### src/rtl/oam_dma_m_if.sv
// Byte-wide memory bus shared by the CPU register port and the DMA initiator port.
// The master drives address/data/strobe; the slave returns read data combinationally.
interface mem_if;
    logic [15:0] addr_select;
    logic [7:0]  write_value;
    logic        write_enable;
    logic [7:0]  read_out;

    // Handshake: a write happens on any rising clock edge where write_enable=1
    // and there is no ready or back-pressure. read_out is valid within the cycle
    // that addr_select is presented.
    modport master (output addr_select, write_value, write_enable, input read_out);
    modport slave  (input addr_select, write_value, write_enable, output read_out);
endinterface

### src/rtl/oam_dma_m.sv
// OAM DMA engine. A write to REG_ADDR starts (or restarts) a NUM_BYTES copy into OAM_BASE.
// Each byte takes three cycles: read, wait, write. Define OAM_DMA_START_DELAY_EN to add a 4-cycle idle lead-in.
module oam_dma_m #(
    parameter logic [15:0] REG_ADDR  = 16'hFF46,
    parameter logic [15:0] OAM_BASE  = 16'hFE00,
    parameter int          NUM_BYTES = 160
) (
    input  logic       clk,
    input  logic       rst,
    mem_if.slave       reg_if,
    mem_if.master      dma_req,
    output logic       dma_active,
    output logic       dma_done,
    output logic [2:0] dbg_state_o
);
    typedef enum logic [2:0] {S_IDLE, S_DELAY, S_RD, S_WT, S_WR} state_t;

    localparam logic [7:0] LAST_IDX = 8'(NUM_BYTES - 1);

    state_t      state_q;
    logic [7:0]  src_q;
    logic [7:0]  idx_q;
    logic [7:0]  data_q;
    logic [15:0] addr_q;
    logic        we_q;
    logic        active_q;
    logic        done_q;
    logic [1:0]  dly_q;
    logic        start;

    // Echo region E0-FF aliases down to C0-DF.
    function automatic logic [7:0] src_hi(input logic [7:0] v);
        return (v > 8'hDF) ? (v & 8'hDF) : v;
    endfunction

    assign start          = reg_if.write_enable && (reg_if.addr_select == REG_ADDR);
    assign reg_if.read_out = (reg_if.addr_select == REG_ADDR) ? src_q : 8'hFF;

    assign dma_req.addr_select  = addr_q;
    assign dma_req.write_value  = data_q;
    assign dma_req.write_enable = we_q;
    assign dma_active           = active_q;
    assign dma_done             = done_q;
    assign dbg_state_o          = state_q;

    always_ff @(posedge clk or posedge rst) begin
        if (rst) begin
            state_q  <= S_IDLE;
            src_q    <= 8'h00;
            idx_q    <= 8'h00;
            data_q   <= 8'h00;
            addr_q   <= 16'hFFFF;
            we_q     <= 1'b0;
            active_q <= 1'b0;
            done_q   <= 1'b0;
            dly_q    <= 2'd0;
        end else begin
            done_q <= 1'b0;
            if (start) begin
                src_q    <= reg_if.write_value;
                idx_q    <= 8'h00;
                data_q   <= 8'h00;
                we_q     <= 1'b0;
                active_q <= 1'b1;
                dly_q    <= 2'd0;
`ifdef OAM_DMA_START_DELAY_EN
                state_q  <= S_DELAY;
                addr_q   <= 16'hFFFF;
`else
                state_q  <= S_RD;
                addr_q   <= {src_hi(reg_if.write_value), 8'h00};
`endif
            end else begin
                case (state_q)
                    S_DELAY: begin
                        if (dly_q == 2'd3) begin
                            state_q <= S_RD;
                            addr_q  <= {src_hi(src_q), idx_q};
                        end else begin
                            dly_q <= dly_q + 2'd1;
                        end
                    end
                    S_RD: state_q <= S_WT;
                    S_WT: begin
                        data_q  <= dma_req.read_out;
                        we_q    <= 1'b1;
                        addr_q  <= OAM_BASE + {8'h00, idx_q};
                        state_q <= S_WR;
                    end
                    S_WR: begin
                        we_q   <= 1'b0;
                        data_q <= 8'h00;
                        if (idx_q == LAST_IDX) begin
                            state_q  <= S_IDLE;
                            active_q <= 1'b0;
                            done_q   <= 1'b1;
                            addr_q   <= 16'hFFFF;
                        end else begin
                            idx_q   <= idx_q + 8'd1;
                            addr_q  <= {src_hi(src_q), idx_q + 8'd1};
                            state_q <= S_RD;
                        end
                    end
                    default: ;
                endcase
            end
        end
    end
endmodule

### src/flat_wrapper.sv
// flat-port wrapper written by rule: the top's interface ports become plain ports
module oam_dma_m_flat 
#(
    parameter logic [15:0] REG_ADDR  = 16'hFF46,
    parameter logic [15:0] OAM_BASE  = 16'hFE00,
    parameter int          NUM_BYTES = 160
)
  (clk, rst, dma_active, dma_done, dbg_state_o, reg_if_addr_select, reg_if_write_value, reg_if_write_enable, reg_if_read_out, dma_req_addr_select, dma_req_write_value, dma_req_write_enable, dma_req_read_out);
  mem_if reg_if_i ();
  mem_if dma_req_i ();
  input  logic clk;
  input  logic rst;
  output logic dma_active;
  output logic dma_done;
  output logic [2:0] dbg_state_o;
  input wire logic [$bits(reg_if_i.addr_select)-1:0] reg_if_addr_select;
  input wire logic [$bits(reg_if_i.write_value)-1:0] reg_if_write_value;
  input wire logic [$bits(reg_if_i.write_enable)-1:0] reg_if_write_enable;
  output wire logic [$bits(reg_if_i.read_out)-1:0] reg_if_read_out;
  output wire logic [$bits(dma_req_i.addr_select)-1:0] dma_req_addr_select;
  output wire logic [$bits(dma_req_i.write_value)-1:0] dma_req_write_value;
  output wire logic [$bits(dma_req_i.write_enable)-1:0] dma_req_write_enable;
  input wire logic [$bits(dma_req_i.read_out)-1:0] dma_req_read_out;
  assign reg_if_i.addr_select = reg_if_addr_select;
  assign reg_if_i.write_value = reg_if_write_value;
  assign reg_if_i.write_enable = reg_if_write_enable;
  assign reg_if_read_out = reg_if_i.read_out;
  assign dma_req_addr_select = dma_req_i.addr_select;
  assign dma_req_write_value = dma_req_i.write_value;
  assign dma_req_write_enable = dma_req_i.write_enable;
  assign dma_req_i.read_out = dma_req_read_out;
  oam_dma_m #(.REG_ADDR(REG_ADDR), .OAM_BASE(OAM_BASE), .NUM_BYTES(NUM_BYTES)) u_core (.clk(clk), .rst(rst), .reg_if(reg_if_i), .dma_req(dma_req_i), .dma_active(dma_active), .dma_done(dma_done), .dbg_state_o(dbg_state_o));
endmodule
### config.mk
export PLATFORM = sky130hd
export DESIGN_NAME = oam_dma_m_flat
export DESIGN_NICKNAME = d
export VERILOG_FILES = /design/src/rtl/oam_dma_m_if.sv /design/src/rtl/oam_dma_m.sv /design/src/flat_wrapper.sv
export SDC_FILE = /design/constraint.sdc
export NUM_CORES = 1
export LEC_CHECK = 0
export CAP_MARGIN = 0
export CELL_PAD_IN_SITES_DETAIL_PLACEMENT = 0
export CELL_PAD_IN_SITES_GLOBAL_PLACEMENT = 1
export CORE_MARGIN = 1
export CORE_UTILIZATION = 32
export DETAILED_ROUTE_END_ITERATION = 7
export GPL_ROUTABILITY_DRIVEN = 0
export PLACE_DENSITY = 0.83
export SYNTH_ARGS = -nofsm -noshare
export SYNTH_HDL_FRONTEND = slang
export SYNTH_SLANG_ARGS = --single-unit
export TNS_END_PERCENT = 5
### constraint.sdc
create_clock -name clk -period 1.9 [get_ports clk]
set_input_delay 0.38 -clock clk [delete_from_list [all_inputs] [get_ports clk]]
set_output_delay 0.38 -clock clk [all_outputs]
set_load 0.02 [all_outputs]
Word-level counts from Yosys, hierarchy flattened
Index checks and enable logic that the tools add are counted.
- register bits: 48
- bits in latches: 0
- memory bits (writable): 0
- memory bits (read-only): 0
- bits of input ports: 35
- output and inout bits: 38
- word-level logic and storage cells: 63
- memories kept: 0
- add/subtract/negate cells: 3
- multiply operators: 0
- div/mod/pow operators: 0
- order comparisons: 2
- equality and inequality tests: 10
- shift-type cells: 0
- multiplexer cells: 27
- bitwise logic cells: 0
- reduce and logical (&&, ||, !) cells: 12
- operator list (kind ; number):
    $mux 16 ; 3
    $pmux 16 s3 ; 1
    $mux 8 ; 5
    $eq 16x16->1 const B ; 1
    $gt 8x8->1 const B ; 2
    $pmux 8 s2 ; 1
    $mux 6 ; 2
    $pmux 3 s4 ; 1
    $add 10x9->11 const A ; 1
    $reduce_and 2->1 ; 5
    $add 8x1->8 const B ; 1
    $eq 8x8->1 const B ; 1
    $mux 2 ; 4
    $mux 1 ; 7
    $eq 3x2->1 const B ; 2
    $mux 3 ; 2
    $reduce_bool 2->1 ; 3
    $reduce_bool 5->1 ; 1
    $ne 2x1->1 const B ; 2
    $reduce_bool 4->1 ; 1
    $eq 3x1->1 const B ; 1
    $eq 3x3->1 const B ; 1
    $ne 3x1->1 const B ; 1
    $reduce_bool 3->1 ; 1
    other kinds (4) ; 4

Longest topological paths before layout
Gate-level depths: netlist (run 1).
- depth in word-level cells: 5
- mapped depth: 7
- mapped depth without buffers: 5

Least setup slack after synthesis (run 1)
No wires, ideal clock.
- path kind: input to register
- start: input reg_if_addr_select[5]
- end: register u_core.src_q[5]
- library setup time: 0.127 ns
- data arrival time: 1.975 ns
- slack: -0.203 ns
- cell stages on the path: 5
- path buffers: 1
- cells stage by stage: or4b_4 -> nor4_4 -> and2_1 -> buf_6 -> mux2_1
- word-level cells in the longest chain between the ends: 2
- ends and longest elaborated chain (what ; RTL line ; text):
    start, declared ; flat_wrapper.sv:16 ; input wire logic [$bits(reg_if_i.addr_select)-1:0] reg_if_addr_select;
    $eq 16x16->1 ; oam_dma_m.sv:36 ; assign start = reg_if.write_enable && (reg_if.addr_select == REG_ADDR);
    $logic_and 1x1->1 ; oam_dma_m.sv:36 ;
    end signal, assigned ; oam_dma_m.sv:60 ; src_q <= reg_if.write_value;
    end, declared ; oam_dma_m.sv:21 ; logic [7:0] src_q;
No other way between the ends.
A chain may end at the register's enable or synchronous reset.

Final worst setup path (run 1)
- start: input reg_if_addr_select[5]
- end: output reg_if_read_out[0]
- word-level cells in the longest chain between the ends: 2
- ends and longest elaborated chain (what ; RTL line ; text):
    $eq 16x16->1 ; oam_dma_m.sv:37 ; assign reg_if.read_out = (reg_if.addr_select == REG_ADDR) ? src_q : 8'hFF;
    $mux 8 ; oam_dma_m.sv:37 ;
    end, declared ; flat_wrapper.sv:19 ; output wire logic [$bits(reg_if_i.read_out)-1:0] reg_if_read_out;
No other way between the ends.

==> metrics, run 1 <==
CP Capture Type output pin; vias in the first global route 2327; highest-count cells in the layout ignoring fill and taps clkdlybuf4s50_1 (45), dfrtp_1 (32), buf_4 (25); detailed-route vias per instance 5.102; Inst Count DP 444; number of remaining DRC errors 0; GRT met1 Usage 21.95%; VDD IR max 0.0007235 V; CP Cell Sequence buf_6, or4b_4, nor4_4, buf_4, nand2_2, buf_6; Rel. slew slack 72.12%; cell area after synthesis 0.002451 mm2; RSZ-0062 raised after global routing yes; WS Path Type input port to output pin; initial drt markers 61; Tightest Pin Transition 0.4183 ns; largest family of logic cells by synthesized area simple AND/OR/NAND/NOR gates; Seq. cell area 0.001221 mm2; Synth Area in Compound Gates 17.76%; Synth async-reset ratio 100.0%; Layout area overhead 49.62%; CTS tree done; Slew Limit Fails 0; Final Net Count 390; Die ar. 0.008014 mm2; n_diodes 0; number of synthesized flops with an enable pin 0; DRT Pass-1 Iters 4; routing usage on met3 2.678%; final core utilization 50.03%; mux cell area share after synthesis 0.8678%; total power 5.165 mW; Largest stage delay, worst path 0.54 ns; Mapped Cells 260; clock skew 0.01608 ns; cts hold-fix bufs 0; Max Fclk 506.6 MHz; most used cell, CP buf_6; I/O Pins 73; port bufs 72; Leak 1.600 nW; Final WS setup -0.07394 ns; Overflow after GRT 0; syn avg cell area 9.427 um2; Mapped Nets 297; Arr. time, crit path 1.59 ns; FILL cells 691; Worst Path Required 1.52 ns; WL final 6492 um; XOR/XNOR share of the synthesized area 1.429%; gr busiest metal met2; Pwr per Cell Area 1408 mW/mm2; # rows 31; Main synth FF type dfrtp_1; vias 2311; DIE HEIGHT 89.52 um; Setup TNS -0.4504 ns; critical-path maximum fanout 4; post-synthesis adder-cell area fraction 1.021%; worst r2r src u_core.dly_q[0]; worst-skew pair later-pin latency 0.30 ns; clock buffer depth 2; layout cells sized above 1 25.71%; max cap viols 0; Setup violations, final 8; Fin. Hold Viols 0; met2 global-route usage 30.53%; DP Worst Slack -0.7542 ns; YS warnings 0; Netlist cell types 48; failing checks negative setup slack; Final Cycle Share 103.9%; Die X 89.52 um; initial antenna violation count 0; routed length per instance 14.33 um; Seq/Total Area, Yosys 49.82%; type of origin of the critical path input port; status complete, but fails checks; first-pass GRT wire length 10760 um; CP max-delay cell or4b_4; placed wire-length estimate 4760 um; Post-Synth Simple-Gate Area 23.07%; starting density of the core 33.44%; post-detailed-route count of antenna-violating nets 0; reg2reg path depth 6; fin crit period 1.974 ns; Clock Tree Root clkbuf_8; TritonCTS buffer count 5; clk sinks 48; GRT Overall Usage 17.43%; Post-Layout Cell Count 453; Multi-input gate area 0.001135 mm2; Core Region 0.007331 mm2; H-tree depth 2; synthesis-stage register bit count 48; crit path from reg_if_addr_select[5]; largest net degree at the start of global routing 36; Reg clk slew, reported paths 0.10 ns; min-delay worst type input port to asynchronous set/reset pin; commonest non-fill, non-tap cell in the layout clkdlybuf4s50_1
-- sequential cells by signal, indices dropped and copies added, names as in the netlist --
signal / flops
u_core.dma_done: 1
u_core.idx_q: 8
u_core.dma_req.write_enable: 1
u_core.dma_req.addr_select: 16
u_core.dbg_state_o: 3
u_core.dma_active: 1
u_core.dly_q: 2
u_core.dma_req.write_value: 8
u_core.src_q: 8
-- cells in the mapped netlist (4+ instances only) --
master | instances | area, um2
xnor2_1 | 4 | 35.03
clkbuf_1 | 8 | 30.03
nor4_1 | 8 | 50.05
and2_1 | 4 | 25.02
o211ai_1 | 5 | 37.54
buf_2 | 7 | 35.03
nor3_1 | 9 | 45.04
o31ai_1 | 9 | 67.56
dfstp_2 | 16 | 420.4
nand4_1 | 5 | 31.28
a21oi_1 | 20 | 100.1
o21ai_0 | 13 | 65.06
nor2_1 | 23 | 86.33
o22ai_1 | 9 | 56.30
inv_1 | 13 | 48.80
nand2_1 | 26 | 97.59
dfrtp_1 | 32 | 800.8
nand3_1 | 10 | 50.05
-- repair_timing --
action	in CTS	in global routing
resized for setup	64	25
endpoints found under the setup margin	57	27
pin swaps	4	13
cloned	0	0
setup buffers	1	0
-- worst paths after layout --
kind	to	slack (ns)
worst max-delay path	reg_if_read_out[0]	-0.07
worst min-delay path	u_core.dma_done	0.35
worst max register to register	u_core.dma_req.addr_select[9]	0.09
worst min register to register	u_core.dma_req.addr_select[4]	0.47
max in group asynchronous	u_core.dma_req.addr_select[12]	0.99
min in group clk	u_core.dma_req.addr_select[4]	0.47
-- power breakdown --
part	leakage [nW]	switching (mW)	internal [mW]
Sequential	0.525	0.218	1.41
Clock	0.0687	0.359	0.530
Combinational	1.01	1.42	1.23
-- critical path: cells and delay by family --
kind / cells / cell delay [ns]
AND/OR/NAND/NOR: 3 / 0.80
buffers and inverters: 3 / 0.43
-- through the flow --
step,hold WS [ns],instance area (um2)
after global routing,0.3802,3667
final,0.3478,3667
after floorplan,0.4913,2467
after global placement,0.4589,3463
after CTS,0.3545,3583
after detailed placement,0.4629,3463
-- logic make-up (layout without fill, tap and decap cells) --
logic type	count (synthesis)	after routing
and+or+nand+nor	104	104
AOI/OAI and AO/OA	69	69
DFF	48	48
buffers and inverters	31	125
xor gates and xnor gates	4	4
adders and majority gates	2	2
muxes	2	2
-- per-layer routing --
layer / vias to the layer above / share of wire [%] / wire (um)
met4: 0 / 1.7 / 110
li1: 1118 / - / -
met1: 1136 / 43 / 2804
met5: - / 0 / 0
met3: 11 / 2.7 / 176
met2: 46 / 52 / 3399
-- cell type report --
class | instances | share of cell area, %
clock buffers | 5 | 1.876
repair buffers | 104 | 27.29
well taps | 99 | 3.378
multi-input cells | 181 | 30.95
flip-flops and latches | 48 | 33.30
inverters | 13 | 1.331
clock inverters | 3 | 1.876
(Power assumes the default switching activity.)
==> run 2, diff against run 1 <==
--- a/config.mk
+++ b/config.mk
@@ -5,14 +5,14 @@
 export SDC_FILE = /design/constraint.sdc
 export NUM_CORES = 1
 export LEC_CHECK = 0
-export CAP_MARGIN = 0
+export ABC_AREA = 1
 export CELL_PAD_IN_SITES_DETAIL_PLACEMENT = 0
 export CELL_PAD_IN_SITES_GLOBAL_PLACEMENT = 1
 export CORE_MARGIN = 1
-export CORE_UTILIZATION = 32
+export CORE_UTILIZATION = 31
 export DETAILED_ROUTE_END_ITERATION = 7
 export GPL_ROUTABILITY_DRIVEN = 0
-export PLACE_DENSITY = 0.83
+export PLACE_DENSITY = 0.82
 export SYNTH_ARGS = -nofsm -noshare
 export SYNTH_HDL_FRONTEND = slang
 export SYNTH_SLANG_ARGS = --single-unit
==> metrics, run 2 <==
post-detailed-route count of antenna-violating nets 0 (unchanged); Cell Area, Placed 0.003585 mm2 (+3.5%); clock skew 0.01278 ns (-0.003302 ns); initial antenna violation count 0 (unchanged); Die ar. 0.008769 mm2 (+9.4%); I/O Pins 73 (unchanged); CP Capture Type output pin; commonest cells in the netlist nand2_1 (100), inv_1 (51), nand3_1 (35); Synth async-reset ratio 100.0% (unchanged); Worst Path Required 1.52 ns (about the same); Slew Limit Fails 0 (unchanged); Tightest Pin Transition 0.4394 ns (+0.02111 ns); top cells by area, synth dfrtp_1 (31%), dfstp_2 (16%), nand2_1 (14%); clock buffer depth 2 (unchanged); Buf+Inv Stages, Crit Path 1 (-2); Setup violations, final 0 (-8); Yosys top cell by area dfrtp_1; port bufs 72 (unchanged); CP Cell Sequence clkdlybuf4s50_1; GRT Overall Usage 16.62% (-0.80 points); H-tree depth 2 (unchanged); cell family with most CP delay buffers and inverters; CP max-delay cell clkdlybuf4s50_1; Final Net Count 482 (+24%); type of origin of the critical path flip-flop; Reg clk slew, reported paths 0.10 ns (about the same); critical-path maximum fanout 2 (-2); vias in the first global route 2457 (+5.6%); DRT Pass-1 Iters 4 (unchanged); Fin. Hold Viols 0 (unchanged); max reg flops 16 (unchanged); fin crit period 1.840 ns (-0.1340 ns); Mapped Nets 376 (+27%); number of synthesized flops with an enable pin 0 (unchanged); WL final 6659 um (+2.6%); clk sinks 48 (unchanged); Rel. slew slack 70.67% (-1.5 points); Netlist cell types 32 (-33%); Arr. time, crit path 1.46 ns (-0.13 ns); Seq/Total Area, Yosys 46.90% (-2.9 points); Overflow after GRT 0 (unchanged); count leader, synth nand2_1; routed length per instance 12.09 um (-16%); Largest stage delay, worst path 0.62 ns (+0.08 ns); initial drt markers 71 (+16%); worst r2r src u_core.idx_q[1]; RSZ-0062 raised after global routing no; commonest non-fill, non-tap cell in the layout nand2_1; Pwr per Cell Area 1274 mW/mm2 (-9.5%); WS Path Type flip-flop to output pin; reg2reg path depth 9 (+3); Max Fclk 543.5 MHz (+7.3%); worst-skew pair later-pin latency 0.30 ns (about the same); status completed; Mapped Cells 339 (+30%); starting density of the core 31.85% (-1.6 points); YS warnings 0 (unchanged); cell area after synthesis 0.002604 mm2 (+6.2%); detailed-route vias per instance 4.374 (-14%); # rows 33 (+6.5%); placed wire-length estimate 5077 um (+6.7%); Main synth FF type dfrtp_1; synthesis-stage register bit count 48 (unchanged); syn avg cell area 7.681 um2 (-19%); n_diodes 0 (unchanged); Leak 1.881 nW (+18%); TritonCTS buffer count 5 (unchanged); Layout area overhead 46.47%; vias 2410 (+4.3%); Core Region 0.008175 mm2 (+12%); Die X 93.65 um (+4.6%); Setup TNS 0 ns (+0.4504 ns); min-delay worst type input port to asynchronous set/reset pin; Clock Tree Root clkbuf_8; max cap viols 0 (unchanged); post-synth top area share 30.75% (-1.9 points); largest net degree at the start of global routing 19 (-47%); DIE HEIGHT 93.65 um (+4.6%); number of remaining DRC errors 0 (unchanged); R2R Setup Slk 0.23 ns (+0.14 ns); VDD IR max 0.0005030 V (-30%); Final Cycle Share 96.84% (-7.1 points); layout cells sized above 1 25.56% (-0.15 points); CTS tree done; highest-count cells in the layout ignoring fill and taps nand2_1 (91), inv_1 (49), clkdlybuf4s50_1 (48); RR Endpoint u_core.dma_req.addr_select[2]; first-pass GRT wire length 11510 um (+6.9%); finished layout cell area 0.003814 mm2 (+4.0%)
==> run 2: changes by cell type in the layout (fill, tap and decap cells not counted), moves of 14 or more <==
cell | before | now
a21oi_1 | 20 | 6
nand2_2 | 4 | 26
nand3_1 | 10 | 35
inv_1 | 12 | 49
nand2_1 | 21 | 91
==> run 2: worst max path at each step <==
stage                                         from                       to  slack, ns  depth (start not counted)
detailed placement           reg_if_addr_select[0]       reg_if_read_out[7]      -0.57                          8
finish              u_core.dma_req.addr_select[15]  dma_req_addr_select[15]       0.06                          1
CTS                         reg_if_addr_select[11]       reg_if_read_out[6]      0.001                          7
global route         u_core.dma_req.addr_select[9]   dma_req_addr_select[9]       0.01                          1
floorplan                                      rst    u_core.dbg_state_o[0]       0.40                          1
global placement             reg_if_addr_select[0]       reg_if_read_out[0]      -0.50                          8
==> run 2: layout make-up <==
cell class	instances	area (um2)
clock buffer	6	72.57
sequential	48	1222
fill	830	4362
inverter	55	212.7
timing repair buffer	106	1020
tap	105	131.4
clock inverter	2	16.27
multi-input combinational	229	1139
==> run 2: what timing repair did <==
item	4_1_cts	5_1_grt
hold buffers	0	0
endpoints found under the hold margin	0	0
setup endpoints to repair	8	16
buffers inserted	15	0
gates resized for setup	73	7
pin swaps	10	0
==> run 2: cell families after synthesis <==
| group | count (synthesis) | synth area share [%] |
|---|---|---|
| adder cells (fa/ha/maj) | 2 | 0.9609 |
| AO/OA/AOI/OAI | 31 | 6.584 |
| AND/OR/NAND/NOR | 194 | 34.45 |
| XOR/XNOR | 2 | 0.6729 |
| flip-flops | 48 | 46.90 |
| buffers and inverters | 62 | 10.43 |
==> run 2: per-layer routing <==
metal	part of all wire, %	vias to the layer above	global-route usage, %
li1	-	1264	-
met1	47	1086	22.46
met2	48	52	27.70
met3	3.6	8	3.089
met4	1.1	0	3.462
met5	0	-	0
==> run 2: through the flow <==
stage          utilization [%]  power [mW]  hold WS (ns)  setup WS [ns]  instances
3_5_place_dp             43.85       4.287        0.4580        -0.5694        528
3_3_place_gp             43.85       4.235        0.4534        -0.5001        528
2_1_floorplan                -       3.320        0.4459         0.4020        339
4_1_cts                  46.48       4.918        0.3994       0.001200        551
6_report                 46.65       4.860        0.3901        0.06010        551
5_1_grt                  46.65       5.279        0.4242        0.01395        551
==> run 2: power breakdown <==
group / internal, mW / switching, mW
logic: 1.06 / 1.42
registers: 1.51 / 0.263
clock network: 0.263 / 0.354
==> run 3, diff against run 2 <==
--- a/config.mk
+++ b/config.mk
@@ -10,6 +10,7 @@
 export CELL_PAD_IN_SITES_GLOBAL_PLACEMENT = 1
 export CORE_MARGIN = 1
 export CORE_UTILIZATION = 31
+export CTS_CLUSTER_SIZE = 40
 export DETAILED_ROUTE_END_ITERATION = 7
 export GPL_ROUTABILITY_DRIVEN = 0
 export PLACE_DENSITY = 0.82
==> results of run 3 <==
The final DEF is identical to that of run 2; final timing and power are the same.
